[config.mk]
export PLATFORM = sky130hd
export DESIGN_NAME = wired_bus_sched
export DESIGN_NICKNAME = d
export VERILOG_FILES = /design/src/rtl/wired_bus_pkg.sv /design/src/rtl/wired_bus_sched_rr_pick.sv /design/src/rtl/wired_bus_sched.sv
export SDC_FILE = /design/constraint.sdc
export NUM_CORES = 1
export LEC_CHECK = 0
export CORE_MARGIN = 5
export CORE_UTILIZATION = 49
export CTS_BUF_LIST = sky130_fd_sc_hd__clkbuf_8
export DETAILED_ROUTE_END_ITERATION = 8
export PLACE_DENSITY = 0.82
export RECOVER_POWER = 100
export SYNTH_ARGS = -nofsm -noshare
export SYNTH_HDL_FRONTEND = slang
export SYNTH_SLANG_ARGS = --single-unit
export TNS_END_PERCENT = 5
[constraint.sdc]
create_clock -name clk -period 2.7 [get_ports clk]
set_clock_uncertainty 0.15 [all_clocks]
set_input_delay 0.405 -clock clk [delete_from_list [all_inputs] [get_ports clk]]
set_output_delay 0.405 -clock clk [all_outputs]
set_load 0.01 [all_outputs]
[src/rtl/wired_bus_pkg.sv]
// Shared types, defaults and helpers for the wired-bus scheduler.
package wired_bus_pkg;

    localparam int unsigned DEF_N_DRV      = 4;
    localparam int unsigned DEF_W          = 8;
    localparam int unsigned DEF_TURNAROUND = 1;
    localparam int unsigned DEF_MAX_HOLD   = 8;

    typedef enum logic [1:0] {
        IDLE,
        OWN,
        TURN
    } sched_state_e;

    // Index of the set bit in a one-hot vector; 0 for an all-zero vector.
    function automatic logic [3:0] onehot_idx(input logic [15:0] vec);
        logic [3:0] idx;
        idx = '0;
        for (int i = 0; i < 16; i++) begin
            if (vec[i]) begin
                idx = 4'(i);
            end
        end
        return idx;
    endfunction

endpackage

[src/rtl/wired_bus_sched_rr_pick.sv]
// Rotating-priority encoder: first requester found searching upward from ptr, wrapping.
module rr_pick #(
    parameter int unsigned N  = 4,
    parameter int unsigned IW = $clog2(N)
) (
    input  logic [N-1:0]  req,
    input  logic [IW-1:0] ptr,
    output logic          valid,
    output logic [IW-1:0] idx
);

    logic [IW-1:0] cand;

    // Walk from the farthest offset down so the nearest requester is written last.
    always_comb begin
        valid = 1'b0;
        idx   = '0;
        cand  = '0;
        for (int i = int'(N) - 1; i >= 0; i--) begin
            cand = IW'((int'(ptr) + i) % int'(N));
            if (req[cand]) begin
                valid = 1'b1;
                idx   = cand;
            end
        end
    end

endmodule

[src/rtl/wired_bus_sched.sv]
// Round-robin time-division scheduler for a shared wand/tri bus with turnaround gaps.
// Optional bus checker enabled by defining WIRED_BUS_XCHK_EN.
module wired_bus_sched
    import wired_bus_pkg::*;
#(
    parameter int unsigned N_DRV      = DEF_N_DRV,
    parameter int unsigned W          = DEF_W,
    parameter int unsigned TURNAROUND = DEF_TURNAROUND,
    parameter int unsigned MAX_HOLD   = DEF_MAX_HOLD
) (
    input  logic                     clk,
    input  logic                     rst,
    input  logic [N_DRV-1:0]         req,
    input  logic [N_DRV-1:0]         last,
    output logic [N_DRV-1:0]         gnt,
    output logic [N_DRV-1:0]         oe,
    output logic [$clog2(N_DRV)-1:0] owner,
    output logic                     busy,
    input  logic [W-1:0]             bus_mon,
    output logic                     xerr
);

    localparam int unsigned IW = $clog2(N_DRV);
    localparam int unsigned HW = $clog2(MAX_HOLD + 1);

    localparam logic [N_DRV-1:0] ONE       = {{(N_DRV - 1){1'b0}}, 1'b1};
    localparam logic [HW-1:0]    HOLD_LAST = HW'(MAX_HOLD - 1);
    localparam logic [1:0]       TURN_LOAD = (TURNAROUND > 0) ? 2'(TURNAROUND - 1) : 2'd0;

    sched_state_e      state_q, state_d;
    logic [N_DRV-1:0]  gnt_q, gnt_d;
    logic [HW-1:0]     hold_q, hold_d;
    logic [1:0]        turn_q, turn_d;
    logic [IW-1:0]     rr_ptr_q, rr_ptr_d;

    logic              pick_valid;
    logic [IW-1:0]     pick_idx;
    logic              arb;
    logic              own_exit;

    rr_pick #(
        .N  (N_DRV),
        .IW (IW)
    ) u_pick (
        .req   (req),
        .ptr   (rr_ptr_q),
        .valid (pick_valid),
        .idx   (pick_idx)
    );

    always_comb begin
        owner = IW'(onehot_idx(16'(gnt_q)));
    end

    assign gnt  = gnt_q;
    assign oe   = gnt_q;
    assign busy = (state_q == OWN);

    // last is only honoured from the current owner, so non-owner pulses fall out here.
    assign own_exit = !req[owner] || last[owner] || (hold_q == HOLD_LAST);

    always_comb begin
        state_d  = state_q;
        gnt_d    = gnt_q;
        hold_d   = hold_q;
        turn_d   = turn_q;
        rr_ptr_d = rr_ptr_q;
        arb      = 1'b0;

        unique case (state_q)
            IDLE: begin
                arb = 1'b1;
            end
            OWN: begin
                if (own_exit) begin
                    gnt_d  = '0;
                    hold_d = '0;
                    if (TURNAROUND == 0) begin
                        arb = 1'b1;
                    end else begin
                        state_d = TURN;
                        turn_d  = TURN_LOAD;
                    end
                end else begin
                    hold_d = hold_q + 1'b1;
                end
            end
            TURN: begin
                // Only the final turnaround cycle samples req.
                if (turn_q == 2'd0) begin
                    arb = 1'b1;
                end else begin
                    turn_d = turn_q - 1'b1;
                end
            end
            default: begin
                state_d = IDLE;
                gnt_d   = '0;
            end
        endcase

        if (arb) begin
            if (pick_valid) begin
                state_d  = OWN;
                gnt_d    = ONE << pick_idx;
                hold_d   = '0;
                rr_ptr_d = (pick_idx == IW'(N_DRV - 1)) ? '0 : pick_idx + 1'b1;
            end else begin
                state_d = IDLE;
            end
        end
    end

    always_ff @(posedge clk or posedge rst) begin
        if (rst) begin
            state_q  <= IDLE;
            gnt_q    <= '0;
            hold_q   <= '0;
            turn_q   <= '0;
            rr_ptr_q <= '0;
        end else begin
            state_q  <= state_d;
            gnt_q    <= gnt_d;
            hold_q   <= hold_d;
            turn_q   <= turn_d;
            rr_ptr_q <= rr_ptr_d;
        end
    end

`ifdef WIRED_BUS_XCHK_EN
    logic x_seen;
    logic nz_seen;
    logic xerr_q;
    logic xerr_set;

    always_comb begin
        x_seen  = 1'b0;
        nz_seen = 1'b0;
        for (int i = 0; i < int'(W); i++) begin
            if (bus_mon[i] === 1'bx) begin
                x_seen = 1'b1;
            end
            if (bus_mon[i] !== 1'bz) begin
                nz_seen = 1'b1;
            end
        end
    end

    // First OWN cycle and first TURN cycle are settling windows for the net.
    always_comb begin
        xerr_set = 1'b0;
        if (state_q == OWN && hold_q != '0 && x_seen) begin
            xerr_set = 1'b1;
        end
        if ((state_q == IDLE || (state_q == TURN && turn_q != TURN_LOAD)) && nz_seen) begin
            xerr_set = 1'b1;
        end
    end

    always_ff @(posedge clk or posedge rst) begin
        if (rst) begin
            xerr_q <= 1'b0;
        end else if (xerr_set) begin
            xerr_q <= 1'b1;
        end
    end

    assign xerr = xerr_q;
`else
    logic unused_bus_mon;
    assign unused_bus_mon = ^bus_mon;
    assign xerr           = 1'b0;
`endif

endmodule
==> results.sh, run 1 <==
export IMPL_status="finished clean"
export IMPL_synthCells=115
export IMPL_vdd_drop_max_mv=0.605
export IMPL_synth_seq_area_share_pct=33.7
export IMPL_track_usage_pct=16.7
export IMPL_areaGrowthSynthToFinish_pct=23.7
export IMPL_fin_ws_ns=0.283
export IMPL_cp_endpoint="hold_q[0]$_DFF_PP0_"
export IMPL_core_sq_um=1980
export IMPL_wire_per_inst_microns=15.4
export IMPL_final_cell_count_no_fill=161
export IMPL_fin_area_sq_um=1280
export IMPL_syn_num_nets=143
export IMPL_dieHeight_microns=56.0
export IMPL_drc_errors=0
export IMPL_cts_tree="built"
export IMPL_fin_crit_sh_pct=89.5
export IMPL_diodes=0
export IMPL_yosys_warnings=0
export IMPL_period_needed_ns=2.42
export IMPL_fin_nets=163
export IMPL_ioPinCount=30
export IMPL_dpl_cell_area_sq_um=1240
export IMPL_worstPathArrival_ns=2.41
export IMPL_dp_hpwl_mm=1.81
export IMPL_synth_seq_cells=14
export IMPL_cp_cell_sequence="dlygate4sd3_1, and2b_1, o2bb2ai_1, o41ai_4, nand2_1, o31ai_1"
export IMPL_synth_edf_count=0
export IMPL_viasPerCell=5.69
export IMPL_cts_buffers=3
export IMPL_cts_sinks=14
export IMPL_p_leak_nw=0.581
export IMPL_firstDrtPassIters=4
export IMPL_drive_gt1_share_pct=6.72
export IMPL_cts_setup_buffers=0
export IMPL_cp_required_ns=2.70
export IMPL_end_kind="register"
export IMPL_fmax_ghz=0.414
export IMPL_regToRegSetupSlack_ns=0.39
export IMPL_power_density_nw_per_um2=1070
export IMPL_clk_path_buf_depth=2
export IMPL_grt_setup_unrepaired="false"
export IMPL_cts_max_level=1
export IMPL_cp_slowest_cell="dlygate4sd3_1"
export IMPL_ant_nets=0
export IMPL_io_buffers=20
export IMPL_syn_area_per_cell_sq_um=9.03
export IMPL_drt_iter0_markers=29
export IMPL_cts_root_buf="clkbuf_8"
export IMPL_crit_start="req[1]"
export IMPL_drv_slew=0
export IMPL_power_mw=1.38
export IMPL_hold_viol_final=0
export IMPL_rr_startpoint="state_q[1]$_DFFE_PP0P_"
export IMPL_max_stage_delay_ns=0.66
export IMPL_dp_cells=157
export IMPL_r2r_cells=6
export IMPL_path_clk_slew_ns=0.06
export IMPL_multi_input_area_sq_um=582
export IMPL_r2r_end="hold_q[0]$_DFF_PP0_"
export IMPL_grt_pass1_vias=930
export IMPL_rows=16
export IMPL_grt_start_max_net_pins=15
export IMPL_hp_class="register to register"
export IMPL_cap_viol_max_count=0
export IMPL_totalWireLength_mm=2.47
export IMPL_fin_tns_setup_ns=0
export IMPL_gp_congestion=0.785
export IMPL_cts_resized=0
export IMPL_antenna_found_initial=0
export IMPL_initial_utilization_pct=52.4
export IMPL_crit_type="primary input to register"
export IMPL_tightestPinTransition_ns=0.571
export IMPL_num_vias=916
export IMPL_async_reset_ff_share_pct=100
export IMPL_clk_insertion_delay_late_ns=0.24
export IMPL_synth_cell_types=37
export IMPL_grt_pass1_wl_mm=4.15
export IMPL_seq_area_sq_um=350
export IMPL_final_setup_viol_count=0
export IMPL_die_width_microns=56.0
export IMPL_maxSlewHeadroom_pct=61.8
export IMPL_synthFlopType="dfrtp_1"
export IMPL_synthesis_area_sq_um=1040
export IMPL_path_max_fanout=8
export IMPL_cts_hold_buffers=0
export IMPL_grt_overflow=0
export IMPL_die_area_sq_um=3140
export IMPL_dpl_worst_slack_ns=0.210
export IMPL_min_from="hold_q[0]$_DFF_PP0_"
export IMPL_startpoint_type="primary input"
export IMPL_n_fill_cell=153
-- metrics by stage --
| stage | utilization, % | hold slack, ns |
|---|---|---|
| 3_5_place_dp | 62.7 | 0.362 |
| 3_3_place_gp | 62.7 | 0.353 |
| 4_1_cts | 65.5 | 0.363 |
| 6_report | 64.8 | 0.387 |
| 5_1_grt | 64.8 | 0.406 |
| 2_1_floorplan | - | 0.144 |
-- cells in the final DEF, fill, tap and decap left out, types with 2 or more instances in the layout --
| cell type | netlist | layout |
|---|---|---|
| a211oi_1 | 2 | 2 |
| a21oi_1 | 7 | 7 |
| clkbuf_8 | 0 | 4 |
| clkdlybuf4s50_1 | 0 | 7 |
| dfrtp_1 | 14 | 14 |
| dlygate4sd3_1 | 0 | 13 |
| ha_1 | 10 | 10 |
| inv_1 | 14 | 14 |
| nand2_1 | 13 | 14 |
| nand2b_1 | 3 | 3 |
| nand3_1 | 6 | 6 |
| nand4_1 | 2 | 2 |
| nand4b_1 | 2 | 2 |
| nor2_1 | 3 | 3 |
| o21ai_0 | 3 | 3 |
| o22a_1 | 2 | 2 |
| o2bb2ai_1 | 2 | 3 |
| o311ai_0 | 2 | 2 |
| o31ai_1 | 4 | 4 |
-- state kept, by name (all words and copies together), names as in the netlist --
| register | cells |
|---|---|
| hold_q | 4 |
| turn_q | 2 |
| gnt | 4 |
| state_q | 2 |
| rr_ptr_q | 2 |
-- logic make-up after synthesis --
group / Yosys count / share of synthesized area (%)
AND/OR/NAND/NOR: 35 / 17.4
buffers and inverters: 21 / 9.40
flip-flops: 14 / 33.7
multiplexers: 1 / 0.964
other: 1 / 0.361
AO/OA/AOI/OAI: 33 / 26.1
adder cells (fa/ha/maj): 10 / 12.0
-- where the power goes --
part           leakage [nW]  switching, mW  internal [mW]
Combinational         0.367          0.449          0.350
Clock                0.0288         0.0779          0.129
Sequential            0.185         0.0881          0.284
Total                 0.581          0.615          0.763
-- synth_stat cells (all sizes together), types with 2 or more instances --
master   count  area (sq um)
dfrtp       14           350
inv         14          52.6
nand2       14          55.1
ha          10           125
a21oi        8          43.8
nand3        6          30.0
buf          5          37.5
o31ai        4          30.0
nand2b       3          18.8
nor2         3          11.3
o21ai        3          15.0
o2bb2ai      3          32.5
a211oi       2          15.0
clkbuf       2          7.51
nand4        2          12.5
nand4b       2          17.5
o22a         2          17.5
o311ai       2          17.5
o41ai        2          36.3
-- metal layers --
layer | vias up | track usage [%] | wire (microns)
met5 | - | 0 | 0
met2 | 46 | 29.4 | 1280
li1 | 447 | - | -
met4 | 0 | 7.46 | 22
met3 | 6 | 4.18 | 156
met1 | 417 | 18.6 | 1010
-- layout make-up --
cell class | count | share of cell area, %
multi-input cells | 80 | 45.3
flip-flops and latches | 14 | 27.3
repair buffers | 22 | 16.5
clock buffers | 4 | 4.28
inverters | 14 | 4.09
well taps | 27 | 2.63
-- worst min-delay path by stage --
stage	cells after the start	end	slack, ns
6_report	1	hold_q[0]$_DFF_PP0_	0.39
5_1_grt	1	hold_q[0]$_DFF_PP0_	0.41
4_1_cts	2	gnt[0]$_DFF_PP0_	0.36
3_5_place_dp	1	hold_q[0]$_DFF_PP0_	0.36
3_3_place_gp	2	turn_q[1]$_DFFE_PP0P_	0.35
2_1_floorplan	1	gnt[0]$_DFF_PP0_	0.14
-- worst max-delay path, delay by kind of cell --
kind | cells | cell delay, ns
AO/OA/AOI/OAI | 3 | 0.96
buffers and inverters | 1 | 0.66
AND/OR/NAND/NOR | 2 | 0.39
(Power assumes the default switching activity.)
==> inputs of run 2 (changes only) <==
SKIP_LAST_GASP = 1   (was unset)
==> results of run 2 <==
Same layout as run 1: the final DEF is identical, and so are final timing and power.
==> inputs of run 3 (changes only) <==
SLEW_MARGIN = 0   (was unset)
TNS_END_PERCENT = 50   (was 5)
==> results of run 3 <==
Same layout as run 1: the final DEF is identical, and so are final timing and power.
